$ cat src/rtl/fir_pkg.sv
// ============================================================================
// Module      : fir_pkg
// Description : Shared constants, FSM state type and width helper for the
//               FIR sample feeder slice.
// Revision    : 1.0 - initial release
// ============================================================================
`default_nettype none

package fir_pkg;

  localparam int FIR_DW           = 12;
  localparam int FIR_ISSUE_PERIOD = 8;

  typedef enum logic [0:0] {
    FEED_IDLE = 1'b0,
    FEED_GAP  = 1'b1
  } feed_state_t;

  // Ceiling log2, usable in constant expressions for port and counter widths.
  function automatic int clog2(input int value);
    int r;
    r = 0;
    while ((1 << r) < value) r++;
    return r;
  endfunction

endpackage

`default_nettype wire

$ cat src/rtl/fir_sample_feeder_if.sv
// ============================================================================
// Module      : fir_sample_feeder_if
// Description : Upstream sample stream (valid/ready/data) into the feeder.
//               master : sample producer (drives s_valid, s_data)
//               slave  : feeder          (drives s_ready)
// Revision    : 1.0 - initial release
// ============================================================================
`default_nettype none

interface fir_sample_feeder_if
  import fir_pkg::*;
#(
  parameter int DW = FIR_DW
);

  logic          s_valid;
  logic          s_ready;
  logic [DW-1:0] s_data;

  modport master (output s_valid, output s_data, input  s_ready);
  modport slave  (input  s_valid, input  s_data, output s_ready);

endinterface

`default_nettype wire

$ cat src/rtl/fir_sync_fifo.sv
// ============================================================================
// Module      : fir_sync_fifo
// Description : Single-clock FIFO with registered occupancy and the head
//               entry presented combinationally on o_rdata.
// Ports       : clk, rst_n (async active-low)
//               i_push/i_wdata  write side (ignored when full)
//               i_pop/o_rdata   read side (ignored when empty)
//               o_level, o_full, o_empty  occupancy status
// Revision    : 1.0 - initial release
// ============================================================================
`default_nettype none

module fir_sync_fifo
  import fir_pkg::*;
#(
  parameter int DW    = FIR_DW,
  parameter int DEPTH = 8
) (
  input  wire logic                        clk,
  input  wire logic                        rst_n,
  input  wire logic                        i_push,
  input  wire logic                        i_pop,
  input  wire logic [DW-1:0]               i_wdata,
  output logic      [DW-1:0]               o_rdata,
  output logic      [clog2(DEPTH+1)-1:0]   o_level,
  output logic                             o_full,
  output logic                             o_empty
);

  localparam int AW = clog2(DEPTH);
  localparam int LW = clog2(DEPTH + 1);

  logic [DW-1:0] r_mem [DEPTH];
  logic [AW-1:0] r_wr_ptr;
  logic [AW-1:0] r_rd_ptr;
  logic [LW-1:0] r_level;
  logic          w_do_push;
  logic          w_do_pop;

  assign o_full    = (r_level == LW'(DEPTH));
  assign o_empty   = (r_level == '0);
  assign w_do_push = i_push && !o_full;
  assign w_do_pop  = i_pop  && !o_empty;
  assign o_rdata   = r_mem[r_rd_ptr];
  assign o_level   = r_level;

  // Storage carries no reset; stale contents are unreachable once the
  // pointers and level are cleared.
  always_ff @(posedge clk) begin
    if (w_do_push) r_mem[r_wr_ptr] <= i_wdata;
  end

  // DEPTH is a power of two, so the pointers wrap naturally.
  always_ff @(posedge clk or negedge rst_n) begin
    if (!rst_n) begin
      r_wr_ptr <= '0;
      r_rd_ptr <= '0;
      r_level  <= '0;
    end else begin
      if (w_do_push) r_wr_ptr <= r_wr_ptr + AW'(1);
      if (w_do_pop)  r_rd_ptr <= r_rd_ptr + AW'(1);
      case ({w_do_push, w_do_pop})
        2'b10:   r_level <= r_level + LW'(1);
        2'b01:   r_level <= r_level - LW'(1);
        default: r_level <= r_level;
      endcase
    end
  end

endmodule

`default_nettype wire

$ cat src/rtl/fir_sample_feeder.sv
// ============================================================================
// Module      : fir_sample_feeder
// Description : Buffers upstream samples and issues them to the serial FIR
//               as one-cycle en/xin strobes spaced at least ISSUE_PERIOD
//               cycles apart, so each lands on FIR phase 0.
// Ports       : clk, rst_n      clock, async active-low reset
//               s_if (slave)    upstream valid/ready/data stream
//               o_fir_en        one-cycle issue strobe (registered)
//               o_fir_xin       issued sample, valid while o_fir_en=1
//               o_level         FIFO occupancy
//               o_underrun      zero-fill slot pulse
// Options     : FIR_FEEDER_ZERO_FILL_EN - once started, every empty issue
//               slot sends a zero sample and pulses o_underrun, keeping the
//               FIR rate constant. Undefined: o_underrun is tied low.
// Revision    : 1.0 - initial release
// ============================================================================
`default_nettype none

module fir_sample_feeder
  import fir_pkg::*;
#(
  parameter int DW           = FIR_DW,
  parameter int DEPTH        = 8,
  parameter int ISSUE_PERIOD = FIR_ISSUE_PERIOD
) (
  input  wire logic                      clk,
  input  wire logic                      rst_n,
  fir_sample_feeder_if.slave             s_if,
  output logic                           o_fir_en,
  output logic [DW-1:0]                  o_fir_xin,
  output logic [clog2(DEPTH+1)-1:0]      o_level,
  output logic                           o_underrun
);

  localparam int CW = clog2(ISSUE_PERIOD);

  feed_state_t   r_state;
  feed_state_t   w_state_nxt;
  logic [CW-1:0] r_gap_cnt;
  logic [CW-1:0] w_gap_nxt;
  logic          r_fir_en;
  logic [DW-1:0] r_fir_xin;
  logic          w_push;
  logic          w_pop;
  logic          w_issue;
  logic          w_full;
  logic          w_empty;
  logic [DW-1:0] w_head;
`ifdef FIR_FEEDER_ZERO_FILL_EN
  logic          w_fill;
  logic          r_underrun;
`endif

  // Ready depends only on the registered level: a pop in the same cycle
  // does not open a slot for a push into a full FIFO.
  assign s_if.s_ready = !w_full;
  assign w_push       = s_if.s_valid && !w_full;

  fir_sync_fifo #(
    .DW    (DW),
    .DEPTH (DEPTH)
  ) u_fifo (
    .clk     (clk),
    .rst_n   (rst_n),
    .i_push  (w_push),
    .i_pop   (w_pop),
    .i_wdata (s_if.s_data),
    .o_rdata (w_head),
    .o_level (o_level),
    .o_full  (w_full),
    .o_empty (w_empty)
  );

  // The gap counter is loaded with ISSUE_PERIOD-1 on an issue and counts
  // down once per cycle; the edge that sees it at zero is the next issue
  // slot, giving exactly ISSUE_PERIOD cycles between strobes on a backlog.
  always_comb begin
    w_state_nxt = r_state;
    w_gap_nxt   = r_gap_cnt;
    w_pop       = 1'b0;
    w_issue     = 1'b0;
`ifdef FIR_FEEDER_ZERO_FILL_EN
    w_fill      = 1'b0;
`endif
    case (r_state)
      FEED_IDLE: begin
        if (!w_empty) begin
          w_pop       = 1'b1;
          w_issue     = 1'b1;
          w_gap_nxt   = CW'(ISSUE_PERIOD - 1);
          w_state_nxt = FEED_GAP;
        end
      end
      FEED_GAP: begin
        if (r_gap_cnt != '0) begin
          w_gap_nxt = r_gap_cnt - CW'(1);
        end else if (!w_empty) begin
          w_pop     = 1'b1;
          w_issue   = 1'b1;
          w_gap_nxt = CW'(ISSUE_PERIOD - 1);
        end else begin
`ifdef FIR_FEEDER_ZERO_FILL_EN
          w_fill    = 1'b1;
          w_issue   = 1'b1;
          w_gap_nxt = CW'(ISSUE_PERIOD - 1);
`else
          w_state_nxt = FEED_IDLE;
`endif
        end
      end
      default: w_state_nxt = FEED_IDLE;
    endcase
  end

  always_ff @(posedge clk or negedge rst_n) begin
    if (!rst_n) begin
      r_state   <= FEED_IDLE;
      r_gap_cnt <= '0;
      r_fir_en  <= 1'b0;
      r_fir_xin <= '0;
    end else begin
      r_state   <= w_state_nxt;
      r_gap_cnt <= w_gap_nxt;
      r_fir_en  <= w_issue;
      if (w_pop) begin
        r_fir_xin <= w_head;
      end
`ifdef FIR_FEEDER_ZERO_FILL_EN
      else if (w_fill) begin
        r_fir_xin <= '0;
      end
`endif
    end
  end

`ifdef FIR_FEEDER_ZERO_FILL_EN
  always_ff @(posedge clk or negedge rst_n) begin
    if (!rst_n) r_underrun <= 1'b0;
    else        r_underrun <= w_fill;
  end
  assign o_underrun = r_underrun;
`else
  assign o_underrun = 1'b0;
`endif

  assign o_fir_en  = r_fir_en;
  assign o_fir_xin = r_fir_xin;

endmodule

`default_nettype wire

$ cat src/flat_wrapper.sv
// flat-port wrapper written by rule: the top's interface ports become plain ports
module fir_sample_feeder_flat import fir_pkg::*;
#(
  parameter int DW           = FIR_DW,
  parameter int DEPTH        = 8,
  parameter int ISSUE_PERIOD = FIR_ISSUE_PERIOD
)
  (clk, rst_n, o_fir_en, o_fir_xin, o_level, o_underrun, s_if_s_valid, s_if_s_data, s_if_s_ready);
  fir_sample_feeder_if #(.DW(DW)) s_if_i ();
  input  wire logic clk;
  input  wire logic rst_n;
  output logic o_fir_en;
  output logic [DW-1:0] o_fir_xin;
  output logic [clog2(DEPTH+1)-1:0] o_level;
  output logic o_underrun;
  input wire logic [$bits(s_if_i.s_valid)-1:0] s_if_s_valid;
  input wire logic [$bits(s_if_i.s_data)-1:0] s_if_s_data;
  output wire logic [$bits(s_if_i.s_ready)-1:0] s_if_s_ready;
  assign s_if_i.s_valid = s_if_s_valid;
  assign s_if_i.s_data = s_if_s_data;
  assign s_if_s_ready = s_if_i.s_ready;
  fir_sample_feeder #(.DW(DW), .DEPTH(DEPTH), .ISSUE_PERIOD(ISSUE_PERIOD)) u_core (.clk(clk), .rst_n(rst_n), .s_if(s_if_i), .o_fir_en(o_fir_en), .o_fir_xin(o_fir_xin), .o_level(o_level), .o_underrun(o_underrun));
endmodule
$ cat config.mk
export PLATFORM = sky130hd
export DESIGN_NAME = fir_sample_feeder_flat
export DESIGN_NICKNAME = d
export VERILOG_FILES = /design/src/rtl/fir_pkg.sv /design/src/rtl/fir_sample_feeder_if.sv /design/src/rtl/fir_sync_fifo.sv /design/src/rtl/fir_sample_feeder.sv /design/src/flat_wrapper.sv
export SDC_FILE = /design/constraint.sdc
export NUM_CORES = 1
export LEC_CHECK = 0
export CORE_MARGIN = 4
export CORE_UTILIZATION = 30
export DETAILED_ROUTE_END_ITERATION = 8
export GPL_TIMING_DRIVEN = 0
export PLACE_DENSITY = 0.52
export SYNTH_ARGS = -nofsm -noshare
export SYNTH_HDL_FRONTEND = slang
export SYNTH_HIERARCHICAL = 1
export SYNTH_SLANG_ARGS = --single-unit
$ cat constraint.sdc
create_clock -name clk -period 3.1 [get_ports clk]
set_clock_uncertainty 0.1 [all_clocks]
set_input_delay 0.775 -clock clk [delete_from_list [all_inputs] [get_ports clk]]
set_output_delay 0.775 -clock clk [all_outputs]
set_load 0.1 [all_outputs]
==> results of run 1 <==
## cell type report
cell class / instances / area [um2]
Timing Repair Buffer: 45 / 422
Fill cell: 1503 / 10100
Clock inverter: 12 / 145
Inverter: 9 / 33.8
Clock buffer: 20 / 467
Tap cell: 220 / 275
Multi-Input combinational cell: 115 / 1500
Sequential cell: 123 / 3570
Buffer: 10 / 82.6
## final timing paths
kind | end | start | cells past startpoint | slack (ps)
setup / recovery | s_if_s_ready | u_core/u_fifo/o_level[0] | 4 | 90
hold / removal | u_core/u_fifo/r_wr_ptr[0] | rst_n | 1 | 320
setup reg to reg | u_core/u_fifo/o_level[3] | u_core/u_fifo/o_level[0] | 9 | 90
hold reg to reg | u_core/r_gap_cnt[0] | u_core/r_gap_cnt[0] | 1 | 390
max in group asynchronous | u_core/u_fifo/o_level[2] | rst_n | 1 | 2070
min in group clk | u_core/r_gap_cnt[0] | u_core/r_gap_cnt[0] | 1 | 390
## layout by cell type, fill, tap and decap left out, types with 2 or more instances in the layout
cell             netlist  final
xnor2_1                5      5
clkbuf_1               3      3
a21oi_1                3      3
nor2b_1                3      3
clkinv_4               0      2
edfxtp_1              96     96
bufinv_16              0      3
dfrtp_4                0      3
nor3b_1                4      4
nor3_2                 0      2
nor2_2                 0      2
clkbuf_8               0      3
clkbuf_16              0     17
mux4_1                21     21
buf_2                  1      2
buf_6                  3      5
nand3_1                5      5
clkinv_2               0      6
ha_1                   7      4
ha_4                   0      2
nand2b_1               3      3
mux2i_1                3      3
clkdlybuf4s50_1        0     30
nand2_1                9      8
mux2_2                17     17
nor2_1                 6      4
buf_4                  1     12
dfrtp_1               27     23
mux4_2                 3      3
inv_1                  9      9
mux2_4                 9      9
## worst max-delay path: stages, from the launching register on
cell,delay (ps)
dfrtp_4,530
or4b_4,600
inv_1,100
inv_1,40
clkdlybuf4s15_2,450
## per-layer routing
| metal | vias up | global-route usage, % | part of all wire [%] |
|---|---|---|---|
| li1 | 1160 | - | - |
| met1 | 1326 | 13.3 | 42 |
| met2 | 43 | 19.2 | 53 |
| met3 | 18 | 3.25 | 3.4 |
| met4 | 0 | 4.84 | 1.9 |
| met5 | - | 0 | 0 |
## what timing repair did
action,in CTS,in global routing
endpoints found under the setup margin,2,1
setup buffers,2,6
resized for setup,5,1
pin swaps,1,2
hold endpoints to repair,0,0
## per-stage QoR
step                setup slack (ps)  utilization, %  power (mW)  hold slack, ps  std cells
CTS                            0.267            38.6        7.20             331        546
global placement                -839            34.6        5.07             362        509
detailed placement              -257            34.8        5.16             394        512
finish                          86.9            39.0        7.14             316        554
floorplan                     0.0491               -        4.43             346        257
global route                   -5.40            39.0        7.48             370        554
## power breakdown
group / internal [mW] / switching (mW)
combinational: 1.07 / 1.67
sequential: 2.18 / 0.215
clock: 1.32 / 0.679
## state kept, by name, indices dropped and copies added (netlist names)
register,cells
u_core/u_fifo/o_level,4
u_core/u_fifo/r_wr_ptr,3
u_core/o_fir_en,1
u_core/u_fifo/r_mem,96
u_core/r_gap_cnt,3
u_core/o_fir_xin,12
u_core/u_fifo/r_rd_ptr,3
u_core/r_state,1
## kinds of logic (layout without fill, tap and decap cells)
group | Yosys count | after routing | synth area share (%)
buffers and inverters | 19 | 96 | 2.28
AND/OR/NAND/NOR | 37 | 37 | 4.12
AO/OA/AOI/OAI | 10 | 10 | 1.57
multiplexers | 53 | 53 | 19.1
adder cells (fa/ha/maj) | 8 | 8 | 2.11
XOR/XNOR | 6 | 6 | 1.03
flip-flops | 123 | 123 | 69.7
other | 1 | 1 | 0.0735
==> summary.txt, run 1 <==
Synth
  • Synthesis-stage register bit count: 123
  • Syn avg cell area: 19.9 um2
  • YS warnings: 6
  • EDFF count, synth: 96
  • Post-synth top cells: edfxtp_1, dfrtp_1, mux4_1
  • Post-Synthesis Cells: 257
  • Top cells by area, synth: edfxtp_1, dfrtp_1, mux4_1, mux2_2, mux2_4
  • Top-area cell type share of the netlist area: 56.5%
  • Post-synth top area cell: edfxtp_1
  • Unique masters post-synth: 39
  • Syn nets: 280
  • Synth async-reset ratio: 22.0%
  • Register area share after synthesis: 69.7%
  • Post-synth top flop: edfxtp_1
  • Most frequent cell after synthesis: edfxtp_1
  • Synthesized cell area: 0.00510 mm2

Die
  • Core area: 0.0166 mm2
  • Total die area: 0.0192 mm2
  • Num rows: 47
  • Ports: 34
  • Die height: 138 um
  • Die Wd: 138 um
  • Initial Util: 30.7%

Setup path
  • Maximum fanout along the worst path: 8
  • Crit end category: output port
  • Crit path kind: flop to output port
  • Critical Path RT: 2220 ps
  • CP Data Arrival Time: 2140 ps
  • Startpoint types: flop

Global routing
  • Gr ovfl total: 0
  • Pin count of the biggest net entering global routing: 28
  • Total GRT Usage: 11.3%
  • First-pass GRT wire length: 16.0 mm
  • Vias in the first global route: 2786
  • Initial antenna violation count: 0

Layout
  • Final Net Count: 344
  • Antenna diode count: 0
  • Syn-to-layout area delta: 27.2%
  • Final instance area: 0.00649 mm2
  • Layout cells sized above 1: 30.2%

Job
  • Max-cap violations: 0

Clock network
  • Reg clk slew, reported paths: 50 ps
  • Clock Sinks: 123
  • CTS root buf: clkbuf_16
  • Clk_lat worst skew: 410 ps
  • # hold bufs at CTS: 0
  • Maximum clock path buffer count: 2
  • CTS buffer count: 17
  • Htree depth: 4
  • CTS tree: yes

Place
  • DP HPWL: 6.52 mm
  • Post-DP Area: 0.00579 mm2
  • GP Congestion: 0.729
  • I/O Buffers: 32

Route
  • DRC: 0
  • Final wirelength: 10.2 mm
  • DRT antenna net count: 0
  • Drt first pass iters: 4
  • 1st-iter DRT viols: 118
  • Via density: 4.60
  • Average routed wire per standard cell: 18.3 um
  • Routed via count: 2547

Power and ir drop
  • LEAKAGE: 2.32 nW
  • Max VDD drop: 453 uV
  • Pwr Density: 1100 mW/mm2

Timing
  • Fin crit period: 3010 ps
  • Period utilisation layout: 97.2%
  • Slew Viols, Final: 0
  • Fin. Hold Viols: 0
  • Final setup viols: 0
  • Rel. slew slack: 15.6%
  • Max frequency: 332 MHz
  • Setup TNS: 0 ps
  • Slew @ Worst Pin: 1260 ps

Worst hold path
  • Worst hold path class: primary input to async pin

Outcome
  • Status: finished, final reports clean
No activity file was read; power rests on OpenSTA's default activity.
==> run 2, diff against run 1 <==
--- a/config.mk
+++ b/config.mk
@@ -5,6 +5,8 @@
 export SDC_FILE = /design/constraint.sdc
 export NUM_CORES = 1
 export LEC_CHECK = 0
+export ABC_CLOCK_PERIOD_IN_PS = 3100
+export CORE_ASPECT_RATIO = 0.8
 export CORE_MARGIN = 4
 export CORE_UTILIZATION = 30
 export DETAILED_ROUTE_END_ITERATION = 8
==> summary.txt, run 2 (same netlist as run 1, synthesis figures left out) <==
Outcome
  • Status: finished, final reports clean

Power and ir drop
  • Psw: 2.64 mW
  • Pint: 4.66 mW
  • Logic gate share of total power: 37.8%
  • LEAKAGE: 2.31 nW
  • Switching share of total power: 36.1%
  • Flop pwr share: 32.8%
  • Max VDD drop: 533 uV
  • Clock power frac: 29.4%
  • Pwr Density: 1120 mW/mm2

Route
  • Routed via count: 2556
  • Final wirelength: 10.5 mm
  • DRC: 0
  • Via density: 4.63
  • DRT antenna net count: 0
  • Average routed wire per standard cell: 18.9 um
  • Drt first pass iters: 4
  • 1st-iter DRT viols: 148

Layout
  • FF/Latch Area: 0.00357 mm2
  • Final instance area: 0.00652 mm2
  • Multi-input gate area: 0.00150 mm2
  • Syn-to-layout area delta: 27.8%
  • Antenna diode count: 0
  • Layout cells sized above 1: 29.5%
  • Largest reg by FF count: u_core/u_fifo/r_mem
  • Commonest non-fill, non-tap cell in the layout: edfxtp_1
  • Filler cells: 1543
  • Commonest non-fill, non-tap cells in the layout: edfxtp_1, clkdlybuf4s50_1, dfrtp_1
  • Max reg flops: 96
  • Final Net Count: 342

Clock network
  • Clk_lat worst skew: 410 ps
  • Htree depth: 4
  • Maximum clock path buffer count: 2
  • CTS root buf: clkbuf_16
  • # hold bufs at CTS: 0
  • CTS buffer count: 17
  • Clock Sinks: 123
  • CTS tree: yes
  • Reg clk slew, reported paths: 60 ps

Place
  • DP HPWL: 6.46 mm
  • I/O Buffers: 32
  • GP Congestion: 0.685
  • Worst slack, placed: -214 ps
  • Post-DP Area: 0.00581 mm2

Setup path
  • Critical Path RT: 2220 ps
  • CP Data Arrival Time: 2130 ps
  • Critical-path top delay cell: or4b_4
  • Crit-path cells: or4b_4, inv_1, inv_1, clkdlybuf4s15_2
  • Crit path kind: flop to output port
  • Maximum fanout along the worst path: 8
  • Crit end category: output port
  • Crit-path leading delay family: simple AND/OR/NAND/NOR gates
  • CP peak stage delay: 600 ps
  • Buffers and inverters on the worst path: 3
  • Cell mode on critical path: inv_1
  • Startpoint types: flop

Global routing
  • Initial antenna violation count: 0
  • Total GRT Usage: 11.6%
  • Vias in the first global route: 2676
  • Pin count of the biggest net entering global routing: 28
  • Gr ovfl total: 0
  • First-pass GRT wire length: 16.3 mm

Timing
  • Final setup viols: 0
  • Hold Slack: 332 ps
  • Rel. slew slack: 13.4%
  • Final worst slack: 90.5 ps
  • Max frequency: 332 MHz
  • Fin. Hold Viols: 0
  • Slew @ Worst Pin: 1290 ps
  • Fin crit period: 3010 ps
  • RSZ-0062 raised after global routing: true
  • Slew Viols, Final: 0
  • Setup TNS: 0 ps
  • Period utilisation layout: 97.1%

Die
  • Num rows: 42
  • Die height: 125 um
  • Ports: 34
  • Core area: 0.0166 mm2
  • Die Wd: 154 um
  • Initial Util: 30.7%
  • Total die area: 0.0192 mm2

Job
  • Max-cap violations: 0

Worst hold path
  • Worst hold path class: primary input to async pin
-- run 2: changes by cell type in the layout (fill, tap and decap cells not counted) --
| cell | change |
|---|---|
| buf_4 | -4 |
| ha_1 | +1 |
| bufinv_16 | +2 |
| clkinv_1 | +1 |
| buf_6 | +2 |
| clkinvlp_4 | +3 |
| clkinv_2 | -5 |
| ha_2 | -1 |
| nor2_1 | -1 |
| nor2_2 | +1 |
| clkbuf_8 | -3 |
| clkinv_4 | +2 |
-- run 2: power groups by stage --
stage,Sequential [mW],Clock [mW],Combinational [mW]
6_report,2.40,2.14,2.76
5_1_grt,2.45,2.27,2.94
4_1_cts,2.40,2.19,2.78
3_5_place_dp,2.43,0,2.74
3_3_place_gp,2.42,0,2.69
2_1_floorplan,3.18,0,1.25
-- run 2: area by class of cell --
cell class	instances	share of cell area [%]
inverter	9	0.518
clock inverter	15	3.43
tap	220	4.22
sequential	123	54.7
multi-input combinational	115	23.0
buffer	10	1.27
timing repair buffer	43	6.35
clock buffer	17	6.52
-- run 2: layer usage --
metal / wire (um) / part of all wire (%) / GRT usage, % / up-vias
met1: 5290 / 51 / 16.6 / 1346
met3: 384 / 3.7 / 3.40 / 12
met4: 148 / 1.4 / 4.67 / 0
met2: 4630 / 44 / 16.6 / 39
met5: 0 / 0 / 0 / -
li1: - / - / - / 1159
-- run 2: metrics by stage --
stage | power, mW | std cells | util [%]
4_1_cts | 7.37 | 549 | 39.1
6_report | 7.30 | 552 | 39.3
5_1_grt | 7.65 | 552 | 39.3
3_3_place_gp | 5.10 | 509 | 34.6
3_5_place_dp | 5.17 | 513 | 35.0
2_1_floorplan | 4.43 | 257 | -
-- run 2: final timing paths --
kind | from | to | slack, ps | depth (start not counted)
setup / recovery | u_core/u_fifo/o_level[0] | s_if_s_ready | 90 | 4
hold reg to reg | u_core/r_gap_cnt[0] | u_core/r_gap_cnt[0] | 390 | 1
setup reg to reg | u_core/u_fifo/o_level[0] | u_core/u_fifo/o_level[3] | 140 | 10
min in group clk | u_core/r_gap_cnt[0] | u_core/r_gap_cnt[0] | 390 | 1
max in group asynchronous | rst_n | u_core/u_fifo/o_level[1] | 2030 | 1
hold / removal | rst_n | u_core/o_fir_en | 330 | 1
-- run 2: what timing repair did --
action | CTS | global route
gates resized for setup | 4 | 1
setup buffers | 4 | 3
endpoints found under the setup margin | 2 | 1
pin swaps | 2 | 0
-- run 2: worst reg2reg max path: stages (launching register included) --
cell	delay, ps
dfrtp_4	530
nor4_4	400
a21oi_4	90
buf_12	140
o41ai_2	80
inv_1	170
ha_4	220
ha_4	240
or4b_2	620
o311ai_0	120
o211ai_1	120
==> run 3, diff against run 2 <==
--- a/config.mk
+++ b/config.mk
@@ -6,6 +6,7 @@
 export NUM_CORES = 1
 export LEC_CHECK = 0
 export ABC_CLOCK_PERIOD_IN_PS = 3100
+export CAP_MARGIN = 10
 export CORE_ASPECT_RATIO = 0.8
 export CORE_MARGIN = 4
 export CORE_UTILIZATION = 30
==> summary.txt, run 3 (same netlist as run 1, synthesis figures left out) <==
Die
  • Initial Util: 30.7%
  • Total die area: 0.0192 mm2
  • Num rows: 42
  • Die height: 125 um
  • Core area: 0.0166 mm2
  • Ports: 34
  • Die Wd: 154 um

Setup path
  • Cell mode on critical path: inv_1
  • Worst r2r src: u_core/u_fifo/o_level[2]
  • R2R Setup Slk: 140 ps
  • Crit-path cells: or4b_4, inv_1, inv_1, clkdlybuf4s15_2
  • Crit-path leading delay family: simple AND/OR/NAND/NOR gates
  • Reg2reg path depth: 10
  • CP peak stage delay: 600 ps
  • CP Data Arrival Time: 2130 ps
  • Buffers and inverters on the worst path: 3
  • Startpoint types: flop
  • Critical Path RT: 2220 ps
  • R2R Path End: u_core/u_fifo/o_level[3]
  • Crit path kind: flop to output port
  • Maximum fanout along the worst path: 8
  • Critical-path top delay cell: or4b_4
  • Crit end category: output port

Place
  • DP HPWL: 6.59 mm
  • Post-DP Area: 0.00583 mm2
  • I/O Buffers: 32
  • # placed instances: 515
  • GP Congestion: 0.685

Layout
  • Commonest non-fill, non-tap cell in the layout: edfxtp_1
  • Syn-to-layout area delta: 27.7%
  • Max reg flops: 96
  • Layout cells sized above 1: 29.6%
  • Multi-input gate area: 0.00150 mm2
  • Antenna diode count: 0
  • Fin cells: 555
  • FF/Latch Area: 0.00357 mm2
  • Filler cells: 1542
  • Layout Utilization: 39.3%
  • Largest reg by FF count: u_core/u_fifo/r_mem
  • Commonest non-fill, non-tap cells in the layout: edfxtp_1, clkdlybuf4s50_1, dfrtp_1
  • Final instance area: 0.00652 mm2
  • Final Net Count: 345

Power and ir drop
  • Max VDD drop: 519 uV
  • LEAKAGE: 2.32 nW
  • Pwr Density: 1100 mW/mm2
  • Overall power: 7.20 mW

Clock network
  • Maximum clock path buffer count: 2
  • Reg clk slew, reported paths: 60 ps
  • Htree depth: 4
  • Clk_lat worst skew: 400 ps
  • CTS buffer count: 17
  • Clock Sinks: 123
  • CTS tree: yes
  • CTS root buf: clkbuf_16
  • # hold bufs at CTS: 0

Timing
  • Final setup viols: 0
  • Slew @ Worst Pin: 981 ps
  • Fin. Hold Viols: 0
  • Slew Viols, Final: 0
  • Fin crit period: 3000 ps
  • Hold Slack: 317 ps
  • Max frequency: 333 MHz
  • RSZ-0062 raised after global routing: false
  • Period utilisation layout: 96.8%
  • Rel. slew slack: 34.4%

Route
  • Routed via count: 2561
  • Average routed wire per standard cell: 18.6 um
  • Via density: 4.61
  • Drt first pass iters: 4
  • DRT antenna net count: 0
  • 1st-iter DRT viols: 161
  • Final wirelength: 10.3 mm
  • DRC: 0

Global routing
  • First-pass GRT wire length: 15.9 mm
  • Total GRT Usage: 11.3%
  • Vias in the first global route: 2590
  • Gr ovfl total: 0
  • Pin count of the biggest net entering global routing: 28
  • Initial antenna violation count: 0

Outcome
  • Status: finished, final reports clean

Worst hold path
  • Worst hold path class: primary input to async pin

Job
  • Max-cap violations: 0
-- run 3: cell types whose count changed in the layout (fill, tap and decap cells not counted), sizes merged --
cell and change:
clkbuf +2, clkinv -1, bufinv -1, buf +3
-- run 3: final cells by class --
cell class,count,area share [%]
sequential,123,54.8
multi-input combinational,115,22.9
timing repair buffer,46,6.81
clock buffer,19,6.79
tap,220,4.22
clock inverter,13,2.67
buffer,10,1.27
inverter,9,0.518
-- run 3: repair_timing --
item	4_1_cts	5_1_grt
endpoints found under the setup margin	2	1
gates cloned	0	0
pin swaps	2	1
setup buffers	5	3
resized for setup	4	1
-- run 3: through the flow --
stage	TNS, ps	setup slack (ps)
6_report	0	99.0
4_1_cts	0	67.9
3_3_place_gp	-35750	-830
2_1_floorplan	0	0.0491
5_1_grt	0	3.00
3_5_place_dp	-172	-172
-- run 3: worst max-delay path by stage --
stage	startpoint	endpoint	slack, ps	cells after the start
floorplan	u_core/u_fifo/o_level[2]	u_core/u_fifo/o_level[3]	0.05	10
global placement	s_if_s_valid	u_core/u_fifo/r_mem[1][3]	-830	4
detailed placement	s_if_s_valid	u_core/u_fifo/o_level[3]	-170	8
CTS	u_core/u_fifo/o_level[0]	s_if_s_ready	70	4
global route	u_core/u_fifo/o_level[0]	s_if_s_ready	3	4
finish	u_core/u_fifo/o_level[0]	s_if_s_ready	100	4
-- run 3: layer usage --
| layer | track usage (%) | routed length, um | up-vias |
|---|---|---|---|
| li1 | - | - | 1173 |
| met1 | 16.3 | 5100 | 1316 |
| met2 | 16.2 | 4580 | 64 |
| met3 | 3.33 | 549 | 8 |
| met4 | 4.05 | 87 | 0 |
| met5 | 0 | 0 | - |
-- run 3: worst register-to-register path: cells and delay by family (launching register included) --
kind	cells	cell delay, ps
AOI/OAI and AO/OA	4	410
buffers and inverters	2	310
DFF	1	530
and+or+nand+nor	2	1020
adders and majority gates	2	460
-- run 3: power breakdown --
group	switching [mW]	internal [mW]
registers	0.218	2.18
clock network	0.685	1.36
logic	1.69	1.07
